`src/rtl/alu_arbiter.sv`:
```
// -----------------------------------------------------------------------------
// alu_arbiter
//
// Shares one pipelined ALU between two requesters (r0, r1). Operations are
// granted round-robin and forwarded combinationally to the ALU. The requester
// ID of every accepted operation is pushed into a small in-flight tag FIFO.
// Results coming back from the ALU are steered to the requester at the FIFO
// head, so results always return in issue order whatever the ALU latency is.
//
// All push/stop pairs use the same handshake: a transfer happens in a cycle
// where push=1 and stop=0.
//
// Parameters
//   TAGDEPTH     in-flight tag FIFO depth, power of 2 in 2..16
//
// Ports
//   clk          single clock, rising edge
//   rst          asynchronous active-low reset (0 = reset)
//   rN_pushin    requester N offers an operation
//   rN_stopout   requester N's offer cannot be accepted this cycle
//   rN_ctl/a/b/ci  requester N operation fields (2/8/8/1 bits)
//   rN_pushout   valid result for requester N
//   rN_stopin    requester N refuses the result
//   rN_z/cout    result data to requester N (8/1 bits)
//   alu_pushin   operation valid towards the ALU
//   alu_ctl/a/b/ci granted operation fields
//   alu_stopout  ALU refuses the operation
//   alu_pushout  ALU result valid
//   alu_z/cout   ALU result data
//   alu_stopin   refusal of the ALU result (mirrors the head requester)
//   gcnt0/gcnt1  accepted issues per requester, saturating at 16'hFFFF
//   err          sticky protocol error: ALU result with nothing outstanding
// -----------------------------------------------------------------------------
module alu_arbiter #(
  parameter int TAGDEPTH = 4
) (
  input  logic        clk,
  input  logic        rst,

  // requester 0
  input  logic        r0_pushin,
  output logic        r0_stopout,
  input  logic [1:0]  r0_ctl,
  input  logic [7:0]  r0_a,
  input  logic [7:0]  r0_b,
  input  logic        r0_ci,
  output logic        r0_pushout,
  input  logic        r0_stopin,
  output logic [7:0]  r0_z,
  output logic        r0_cout,

  // requester 1
  input  logic        r1_pushin,
  output logic        r1_stopout,
  input  logic [1:0]  r1_ctl,
  input  logic [7:0]  r1_a,
  input  logic [7:0]  r1_b,
  input  logic        r1_ci,
  output logic        r1_pushout,
  input  logic        r1_stopin,
  output logic [7:0]  r1_z,
  output logic        r1_cout,

  // ALU issue side
  output logic        alu_pushin,
  output logic [1:0]  alu_ctl,
  output logic [7:0]  alu_a,
  output logic [7:0]  alu_b,
  output logic        alu_ci,
  input  logic        alu_stopout,

  // ALU return side
  input  logic        alu_pushout,
  input  logic [7:0]  alu_z,
  input  logic        alu_cout,
  output logic        alu_stopin,

  // status
  output logic [15:0] gcnt0,
  output logic [15:0] gcnt1,
  output logic        err
);

  localparam int PW = (TAGDEPTH > 1) ? $clog2(TAGDEPTH) : 1;
  localparam int CW = PW + 1;
  localparam logic [CW-1:0] FULL_COUNT = CW'(TAGDEPTH);

  typedef enum logic {
    REQ0 = 1'b0,
    REQ1 = 1'b1
  } req_id_e;

  // ---------------------------------------------------------------------------
  // State
  // ---------------------------------------------------------------------------
  req_id_e       last_grant;
  logic [PW-1:0] wr_ptr;
  logic [PW-1:0] rd_ptr;
  logic [CW-1:0] count;
  req_id_e       tag_mem [TAGDEPTH];

  // ---------------------------------------------------------------------------
  // Combinational decode
  // ---------------------------------------------------------------------------
  logic    grant_valid;
  req_id_e grant_id;
  logic    tag_full;
  logic    tag_empty;
  logic    issue;
  req_id_e head_id;
  logic    pop;
  logic    orphan;

  // Round-robin: a lone requester always wins; on contention the requester
  // that was not granted last time wins.
  // NOTE: every signal assigned in an always_comb gets a default at the top of
  // the block, so no path leaves it unassigned and no latch is inferred.
  always_comb begin
    grant_valid = r0_pushin | r1_pushin;
    grant_id    = REQ0;
    if (r0_pushin && r1_pushin) begin
      grant_id = (last_grant == REQ1) ? REQ0 : REQ1;
    end else if (r1_pushin) begin
      grant_id = REQ1;
    end
  end

  assign tag_full  = (count == FULL_COUNT);
  assign tag_empty = (count == '0);

  // A full FIFO blocks issue even if a result pops in the same cycle; the
  // freed slot becomes usable from the next cycle on.
  assign alu_pushin = grant_valid & ~tag_full;
  assign issue      = alu_pushin & ~alu_stopout;

  assign r0_stopout = ~(grant_valid && grant_id == REQ0) | tag_full | alu_stopout;
  assign r1_stopout = ~(grant_valid && grant_id == REQ1) | tag_full | alu_stopout;

  // Operand mux: granted requester's fields, zero when nobody requests.
  always_comb begin
    alu_ctl = 2'b00;
    alu_a   = 8'h00;
    alu_b   = 8'h00;
    alu_ci  = 1'b0;
    if (grant_valid) begin
      if (grant_id == REQ0) begin
        alu_ctl = r0_ctl;
        alu_a   = r0_a;
        alu_b   = r0_b;
        alu_ci  = r0_ci;
      end else begin
        alu_ctl = r1_ctl;
        alu_a   = r1_a;
        alu_b   = r1_b;
        alu_ci  = r1_ci;
      end
    end
  end

  assign head_id = tag_mem[rd_ptr];

  // Return routing: the result goes only to the requester at the FIFO head,
  // and that requester's stop is the only one reflected back to the ALU.
  // With nothing outstanding the result is accepted and dropped.
  always_comb begin
    r0_pushout = 1'b0;
    r0_z       = 8'h00;
    r0_cout    = 1'b0;
    r1_pushout = 1'b0;
    r1_z       = 8'h00;
    r1_cout    = 1'b0;
    alu_stopin = 1'b0;
    if (!tag_empty) begin
      if (head_id == REQ0) begin
        r0_pushout = alu_pushout;
        r0_z       = alu_z;
        r0_cout    = alu_cout;
        alu_stopin = r0_stopin;
      end else begin
        r1_pushout = alu_pushout;
        r1_z       = alu_z;
        r1_cout    = alu_cout;
        alu_stopin = r1_stopin;
      end
    end
  end

  assign pop    = ~tag_empty & alu_pushout & ~alu_stopin;
  assign orphan =  tag_empty & alu_pushout;

  // ---------------------------------------------------------------------------
  // Control state: pointers, occupancy, arbitration history, counters, error
  // ---------------------------------------------------------------------------
  // NOTE: sequential state uses non-blocking assignments so every register
  // samples the pre-edge values of the others, independent of statement order.
  always_ff @(posedge clk or negedge rst) begin
    if (!rst) begin
      last_grant <= REQ1;
      wr_ptr     <= '0;
      rd_ptr     <= '0;
      count      <= '0;
      gcnt0      <= 16'h0000;
      gcnt1      <= 16'h0000;
      err        <= 1'b0;
    end else begin
      if (issue) begin
        last_grant <= grant_id;
        wr_ptr     <= wr_ptr + PW'(1);
        if (grant_id == REQ0) begin
          if (gcnt0 != 16'hFFFF) gcnt0 <= gcnt0 + 16'd1;
        end else begin
          if (gcnt1 != 16'hFFFF) gcnt1 <= gcnt1 + 16'd1;
        end
      end

      if (pop) begin
        rd_ptr <= rd_ptr + PW'(1);
      end

      // Issue and pop in the same cycle cancel out.
      case ({issue, pop})
        2'b10:   count <= count + CW'(1);
        2'b01:   count <= count - CW'(1);
        default: count <= count;
      endcase

      if (orphan) begin
        err <= 1'b1;
      end
    end
  end

  // ---------------------------------------------------------------------------
  // Tag storage
  // ---------------------------------------------------------------------------
  // NOTE: the tag array has no reset; entries are only read when count marks
  // them valid, and clearing the pointers/count is enough to discard them.
  always_ff @(posedge clk) begin
    if (issue) begin
      tag_mem[wr_ptr] <= grant_id;
    end
  end

endmodule

```
`config.mk`:
```
export PLATFORM = sky130hd
export DESIGN_NAME = alu_arbiter
export DESIGN_NICKNAME = d
export VERILOG_FILES = /design/src/rtl/alu_arbiter.sv
export SDC_FILE = /design/constraint.sdc
export NUM_CORES = 1
export LEC_CHECK = 0
export ABC_AREA = 1
export CORE_ASPECT_RATIO = 1.75
export CORE_MARGIN = 2
export CORE_UTILIZATION = 45
export CTS_BUF_LIST = sky130_fd_sc_hd__clkbuf_4 sky130_fd_sc_hd__clkbuf_8
export DETAILED_ROUTE_END_ITERATION = 16
export PLACE_DENSITY = 0.93
export SLEW_MARGIN = 20
export SYNTH_ARGS = -nofsm -noshare
export SYNTH_HDL_FRONTEND = slang
export SYNTH_SLANG_ARGS = --single-unit
```
`constraint.sdc`:
```
create_clock -name clk -period 4.3 [get_ports clk]
set_clock_uncertainty 0.1 [all_clocks]
set_input_delay 0.43 -clock clk [delete_from_list [all_inputs] [get_ports clk]]
set_output_delay 0.43 -clock clk [all_outputs]
set_load 0.005 [all_outputs]
```
; ---- After elaboration in Yosys (flattened, before gate mapping)
; Memories as Yosys holds them, arrays and structs flattened.
; Index checks and enable logic that the tools add are counted.
; W data, S select, Z words.
[classes]
n_bitwise = 17
n_reduce_logical = 7
n_mux = 28
add_sub_neg = 6
n_eq_ne = 5
[ops]
columns = cell, n
row1 = $mux W8, 8
row2 = $add A16 B1 Y16 const B, 2
row3 = $ne A16 B16 Y1 const B, 2
row4 = $mux W1, 17
row5 = $not A1 Y1, 7
row6 = $pmux W3 S2, 1
row7 = $reduce_and A3 Y1, 2
row8 = $and A1 B1 Y1, 5
row9 = $or A1 B1 Y1, 5
row10 = $add A2 B1 Y2 const B, 2
row11 = $mux W2, 2
row12 = $add A3 B1 Y3 const B, 1
row13 = $eq A3 B3 Y1 const B, 1
row14 = $logic_and A1 B1 Y1, 3
row15 = $logic_not A3 Y1, 1
row16 = $sub A3 B1 Y3 const B, 1
row17 = $eq A2 B1 Y1 const B, 1
row18 = $eq A2 B2 Y1 const B, 1
row19 = $reduce_bool A2 Y1, 1
[word_totals]
mem_bits_rw = 4
wordCells = 71
memories = 1
regBits = 41
output_inout_bits = 76
[memory_table]
columns = name, depth, width, read_ports, rd_ports_with_merged_regs, write_ports, line_no
row1 = tag_mem, 4, 1, 1, 0, 1, 100  ; req_id_e tag_mem [TAGDEPTH];

; ---- Depth between registers and ports, before layout
; Gate-level depths: netlist of run 1.
[depth]
depth_word = 7
mapped_depth = 13

; ---- Least setup slack after synthesis of run 1
; OpenSTA, ideal clock, no wires.
[synth_timing]
path_kind = flip-flop to flip-flop
startpoint = reg rd_ptr[0]
endpoint = reg count[2]
required_time_ns = 4.069
stages_incl_launch_ff = 14
arrival_time_ns = 1.870
path_slack_ns = 2.199
synth_period_minus_slack_ns = 2.101
cell_sequence = dfrtp_1 -> inv_1 -> nand2_1 -> nand3_1 -> nand2_1 -> nand2_1 -> nand4_1 -> inv_1 -> ha_1 -> inv_1 -> fa_1 -> a21oi_1 -> o21ai_0 -> xor2_1
[synth_between]
elab_chain_cells = 7
[synth_rtl]
columns = element, line_no
row1 = from (decl), 98  ; logic [PW-1:0] rd_ptr;
row2 = from (signal assigned), 217  ; rd_ptr <= rd_ptr + PW'(1);
row3 = $mem_v2 Z4 W1 *, -
row4 = $mux W1 *, 174  ; if (head_id == REQ0) begin
row5 = $mux W1 *, 173  ; if (!tag_empty) begin
row6 = $not A1 Y1 *, 188  ; assign pop = ~tag_empty & alu_pushout & ~alu_stopin;
row7 = $and A1 B1 Y1 *, 188
row8 = via pop, 111  ; logic pop;
row9 = $eq A2 B1 Y1 / $eq A2 B2 Y1 (equally long branches), 221  ; case ({issue, pop})
row10 = $pmux W3 S2 / $reduce_bool A2 Y1 (equally long branches), -
row11 = to (signal assigned), 222  ; 2'b10: count <= count + CW'(1);
row12 = to (signal assigned), 223  ; 2'b01: count <= count - CW'(1);
row13 = to (signal assigned), 224  ; default: count <= count;
row14 = to (decl), 99  ; logic [CW-1:0] count;
; Mark *: on every way through the listed nets, which the timed path passes. The rest lies on a longest branch.
; A chain may end at the register's enable or synchronous reset.

; ---- Worst setup path after layout of run 1
[layout_timing]
startpoint = reg rd_ptr[0]
endpoint = out r0_z[5]
[layout_between]
elab_chain_cells = 3
[layout_rtl]
columns = element, line_no
row1 = $mem_v2 Z4 W1, -
row2 = $mux W8, 174
row3 = $mux W8, 173
row4 = to (decl), 49  ; output logic [7:0] r0_z,
; No other way between the ends.

==> results.json, run 1 <==
{
  "cts_buffers": 5,
  "r2r-start": "last_grant$_DFFE_PN1P_",
  "ir_drop_v": 0.000269,
  "max_slew_margin": 0.395,
  "cp.required_ps": 3770,
  "path_class": "flop to primary output",
  "vias_per_cell": 4.97,
  "power_w": 0.00186,
  "finalSetupViolCount": 0,
  "cts_setup_buffers": 0,
  "avgSynthCellArea_um2": 6.83,
  "cts_tree": "done",
  "drt-initial-drc-count": 203,
  "worst_pin_slew_ps": 907,
  "start_util": 0.468,
  "startpoint_type": "flop",
  "grt_pass1_vias": 3273,
  "wl_mm": 8.65,
  "highest_layer": "met4",
  "place_area_mm2": 0.00441,
  "p_leak_nw": 2.10,
  "holdBufCountCts": 0,
  "rows": 39,
  "dieArea_mm2": 0.00755,
  "port-buffer-count": 130,
  "die_w_um": 66.6,
  "post-route-util": 0.687,
  "dp_hpwl_mm": 6.93,
  "antenna-diode-count": 0,
  "outcome": "completed",
  "hold_violations": 0,
  "rr_endpoint": "gcnt0[14]$_DFFE_PN0P_",
  "grt_overflow": 0,
  "maxCapViolCount": 0,
  "final_area_mm2": 0.00452,
  "post_drt_wl_per_cell_um": 13.1,
  "gp_congestion": 0.850,
  "worst-path-max-fanout": 13,
  "path_clk_slew_ps": 90,
  "critPathArrivalTime_ps": 2500,
  "r2r_slack_ps": 1560,
  "fin_nets": 640,
  "ios": 131,
  "clockBufferDepth": 2,
  "drc": 0,
  "drt-met1-wl_mm": 3.06,
  "routed-wl-met2_mm": 4.92,
  "powerDensity_mw_per_mm2": 412,
  "grt_pass1_wl_mm": 14.4,
  "synth_fp_nets": 514,
  "rsz0062_at_grt": "no",
  "worstRegToRegCells": 9,
  "fp.dieH_um": 113,
  "layout-drive-gt1-share": 0.0346,
  "min_period_over_period": 0.704,
  "yosys_warnings": 0,
  "synthCells": 451,
  "grt_start_max_net_pins": 42,
  "num_vias": 3280,
  "wl_met3_um": 399,
  "grt_antenna_before_repair": 0,
  "min_path_type": "primary input to async pin",
  "setup_tns_ps": 0,
  "syn_area_mm2": 0.00308,
  "drtAntennaViolNets": 0,
  "ys_seq_area_frac": 0.372,
  "cts_resized": 0,
  "synth.distinct_cells": 29,
  "gr-usage-all-layers": 0.239,
  "final.setup.worst_slack_ps": 1270,
  "syn_to_final_growth_pct": 46.8,
  "clock.fmax_mhz": 331,
  "slew_viol_final": 0,
  "core_area_mm2": 0.00659,
  "ys_ff_latch": 45,
  "clock_latency_ps": 290,
  "drtPass1Iterations": 4,
  "pre_cts_ws_ps": 1170,
  "ctsHtreeMaxLevel": 2,
  "critPathCapture": "r0_z[5]",
  "cts_sinks": 45,
  "crit_path_end_kind": "primary output",
  "crit_start": "rd_ptr[0]$_DFFE_PN0P_",
  "min_period_ps": 3030,
  "cts.root.buffer_cell": "clkbuf_8"
}
-- Yosys cell counts --
library cell / instances / area [µm²]
edfxtp_1: 4 / 120
nand3_2: 2 / 20.0
nand3b_1: 1 / 7.51
clkbuf_1: 5 / 18.8
nor3_4: 1 / 16.3
a21oi_1: 1 / 5.00
dfrtp_1: 40 / 1000
clkinv_1: 3 / 11.3
xor2_1: 12 / 105
inv_1: 48 / 180
ha_1: 7 / 87.6
o21ai_0: 9 / 45.0
nand2_2: 1 / 6.26
fa_1: 1 / 20.0
xnor2_1: 14 / 123
nor2_2: 2 / 12.5
nor3_1: 23 / 115
buf_2: 3 / 15.0
nor3_2: 1 / 10.0
a31oi_1: 1 / 6.26
inv_4: 1 / 6.26
buf_6: 4 / 45.0
nor2_1: 33 / 124
o21bai_1: 1 / 7.51
dfstp_2: 1 / 26.3
nand2_4: 1 / 11.3
nand3_1: 39 / 195
nand4_1: 8 / 50.1
nand2_1: 184 / 691
-- cell families after synthesis --
| group | share of synthesized area |
|---|---|
| compound gates | 0.0207 |
| xor+xnor | 0.0739 |
| simple gates | 0.408 |
| flops | 0.372 |
| buf+inv | 0.0897 |
| fa+ha+maj | 0.0349 |
-- placed cells by master (no fill, tap or decap), types with 2 or more instances in the layout --
master	netlist	layout
clkbuf_8	0	5
clkdlybuf4s50_1	0	129
clkinv_1	3	3
dfrtp_1	40	40
edfxtp_1	4	4
ha_1	7	7
inv_1	48	48
inv_4	1	2
nand2_1	184	184
nand3_1	39	39
nand3_2	2	2
nand4_1	8	8
nor2_1	33	33
nor2_2	2	2
nor3_1	23	23
o21ai_0	9	9
xnor2_1	14	14
xor2_1	12	12
-- through the flow --
step	instances	hold slack, ps
2_1_floorplan	451	34.4
3_3_place_gp	652	359
3_5_place_dp	652	364
4_1_cts	660	183
5_1_grt	660	226
6_report	660	156
-- critical path: stages (launching register included) --
cell             delay (ps)
dfrtp_1                 440
inv_1                   100
nand2_1                  60
nand3_1                 110
nand2_1                 350
clkinv_1                350
nor3_1                  250
clkdlybuf4s50_1         550
-- worst min-delay path by stage --
stage                                  end  cells after the start              startpoint
global placement    last_grant$_DFFE_PN1P_                      2  last_grant$_DFFE_PN1P_
detailed placement  last_grant$_DFFE_PN1P_                      2  last_grant$_DFFE_PN1P_
finish               gcnt0[15]$_DFFE_PN0P_                      1                     rst
global route         gcnt0[15]$_DFFE_PN0P_                      1                     rst
floorplan             count[0]$_DFFE_PN0P_                      0                     rst
CTS                  gcnt0[15]$_DFFE_PN0P_                      1                     rst
-- layer usage --
metal | up-vias | global-route usage
li1 | 1652 | -
met1 | 1463 | 0.245
met2 | 144 | 0.459
met3 | 21 | 0.0355
met4 | 0 | 0.103
met5 | - | 0
-- layout make-up --
cell class              count  area, µm²
inverters                  52        198
fillers                   534       2060
multi-input cells         342       1660
well taps                  82        103
clock buffers               5       68.8
clock inverters             3       45.0
flip-flops and latches     45       1150
repair buffers            131       1300
-- flip-flops by register name (all words and copies together), names as in the netlist --
name and count:
tag_mem 4, wr_ptr 2, gcnt0 16, count 3
err 1, rd_ptr 2, last_grant 1, gcnt1 16
-- power by group --
group          leakage (nW)  internal [W]  switching, W  total, W
Sequential            0.577      0.000519     0.0000975  0.000616
Combinational          1.46      0.000477      0.000449  0.000925
Clock                0.0587      0.000174      0.000148  0.000322
Total                  2.10       0.00117      0.000694   0.00186
(Power assumes the default switching activity.)
==> inputs of run 2 (changes only) <==
- CORE_UTILIZATION: 45 -> 44
- PLACE_DENSITY: 0.93 -> 0.92
- clock period: 4.3 -> 3 ns (I/O delays scaled with it)
==> results.json, run 2 (synthesized netlist as in run 1, its figures left out) <==
{
  "ios": 131,
  "syn_to_final_growth_pct": 46.9,
  "rr_endpoint": "count[2]$_DFFE_PN0P_",
  "gr-usage-all-layers": 0.228,
  "stdcell_count": 665,
  "crit_chain": "inv_1 > nand2_1 > nand3_1 > nand2_2 > clkinv_1 > nor3_1 > clkdlybuf4s50_1",
  "worstRegToRegCells": 13,
  "cp_slowest_cell": "clkdlybuf4s50_1",
  "grt_start_max_net_pins": 42,
  "p_leak_nw": 2.11,
  "r2r_slack_ps": 410,
  "grt_pass1_vias": 3207,
  "dp_hpwl_mm": 6.62,
  "fin_nets": 643,
  "max_stage_delay_ps": 550,
  "crit_path_end_kind": "primary output",
  "drtAntennaViolNets": 0,
  "hold_violations": 0,
  "grt_antenna_before_repair": 0,
  "drt-initial-drc-count": 128,
  "maxCapViolCount": 0,
  "place_inst": 657,
  "die_w_um": 67.3,
  "cts_sinks": 45,
  "min_period_over_period": 0.921,
  "path_class": "flop to primary output",
  "final.setup.worst_slack_ps": 238,
  "rows": 40,
  "gp_congestion": 0.899,
  "startpoint_type": "flop",
  "ctsHtreeMaxLevel": 2,
  "worst_pin_slew_ps": 935,
  "crit_family": "buffers and inverters",
  "fp.dieH_um": 115,
  "antenna-diode-count": 0,
  "core_area_mm2": 0.00681,
  "finalSetupViolCount": 0,
  "cp.required_ps": 2600,
  "wl_mm": 8.38,
  "num_vias": 3337,
  "cts_tree": "done",
  "ir_drop_v": 0.000360,
  "critPathArrivalTime_ps": 2360,
  "clock_latency_ps": 290,
  "start_util": 0.453,
  "cts_setup_buffers": 0,
  "dieArea_mm2": 0.00772,
  "slew_viol_final": 0,
  "max_slew_margin": 0.377,
  "min_path_type": "primary input to async pin",
  "vias_per_cell": 5.02,
  "grt_overflow": 0,
  "min_period_ps": 2760,
  "final_area_mm2": 0.00453,
  "drc": 0,
  "path_clk_slew_ps": 80,
  "layout-drive-gt1-share": 0.0413,
  "outcome": "completed",
  "place_area_mm2": 0.00443,
  "cts_buffers": 5,
  "r2r-start": "rd_ptr[0]$_DFFE_PN0P_",
  "final_common_cell": "nand2_1",
  "drtPass1Iterations": 4,
  "cts.root.buffer_cell": "clkbuf_8",
  "grt_pass1_wl_mm": 13.7,
  "top_regs": "gcnt0 x16, gcnt1 x16, tag_mem x4",
  "powerDensity_mw_per_mm2": 576,
  "power_w": 0.00261,
  "clockBufferDepth": 2,
  "n_fill_cell": 573,
  "crit_start": "rd_ptr[0]$_DFFE_PN0P_",
  "post-route-util": 0.665,
  "post_drt_wl_per_cell_um": 12.6,
  "clock.fmax_mhz": 362,
  "pre_cts_ws_ps": 373,
  "port-buffer-count": 130,
  "worst-path-max-fanout": 13,
  "cp_num_buf_inv": 3,
  "mostFrequentLayoutCells": "183 x nand2_1, 129 x clkdlybuf4s50_1, 48 x inv_1"
}
run 2: worst max path at each step:
stage	to	slack, ps	cells after the start
2_1_floorplan	count[2]$_DFFE_PN0P_	900	13
3_3_place_gp	alu_a[0]	490	6
3_5_place_dp	count[2]$_DFFE_PN0P_	370	13
4_1_cts	r0_z[5]	60	7
5_1_grt	r0_z[5]	-6	7
6_report	r0_z[5]	240	7
run 2: cell type report:
type	count	area, µm²	area share
inverters	52	198	0.0437
clock buffers	8	91.3	0.0202
multi-input cells	342	1660	0.367
well taps	84	105	0.0232
flip-flops and latches	45	1150	0.253
repair buffers	134	1330	0.293
run 2: per-stage QoR:
stage	hold WS (ps)	TNS (ps)
after floorplan	-95.6	0
after global placement	355	0
after detailed placement	359	0
after CTS	71.9	0
after global routing	110	-5.66
final	31.3	0
run 2: layer usage:
layer | vias up | routed length (µm) | global-route usage
li1 | 1660 | - | -
met5 | - | 0 | 0
met2 | 129 | 4690 | 0.425
met1 | 1529 | 3010 | 0.231
met4 | 0 | 217 | 0.106
met3 | 19 | 468 | 0.0501
run 2: worst register-to-register path, delay by kind of cell (launching register included):
family	cells	cell delay, ps
AO/OA/AOI/OAI	2	300
XOR/XNOR	1	160
adder cells (fa/ha/maj)	2	530
buffers and inverters	3	300
flip-flops	1	440
AND/OR/NAND/NOR	5	630
run 2: what timing repair did:
action	in CTS	in global routing
resized for setup	0	1
setup endpoints to repair	0	10
hold buffers	0	0
run 2: where the power goes:
group	total [W]	internal [W]	switching (W)
logic	0.00134	0.000696	0.000648
clock network	0.000388	0.000193	0.000195
registers	0.000877	0.000744	0.000134
total	0.00261	0.00163	0.000976
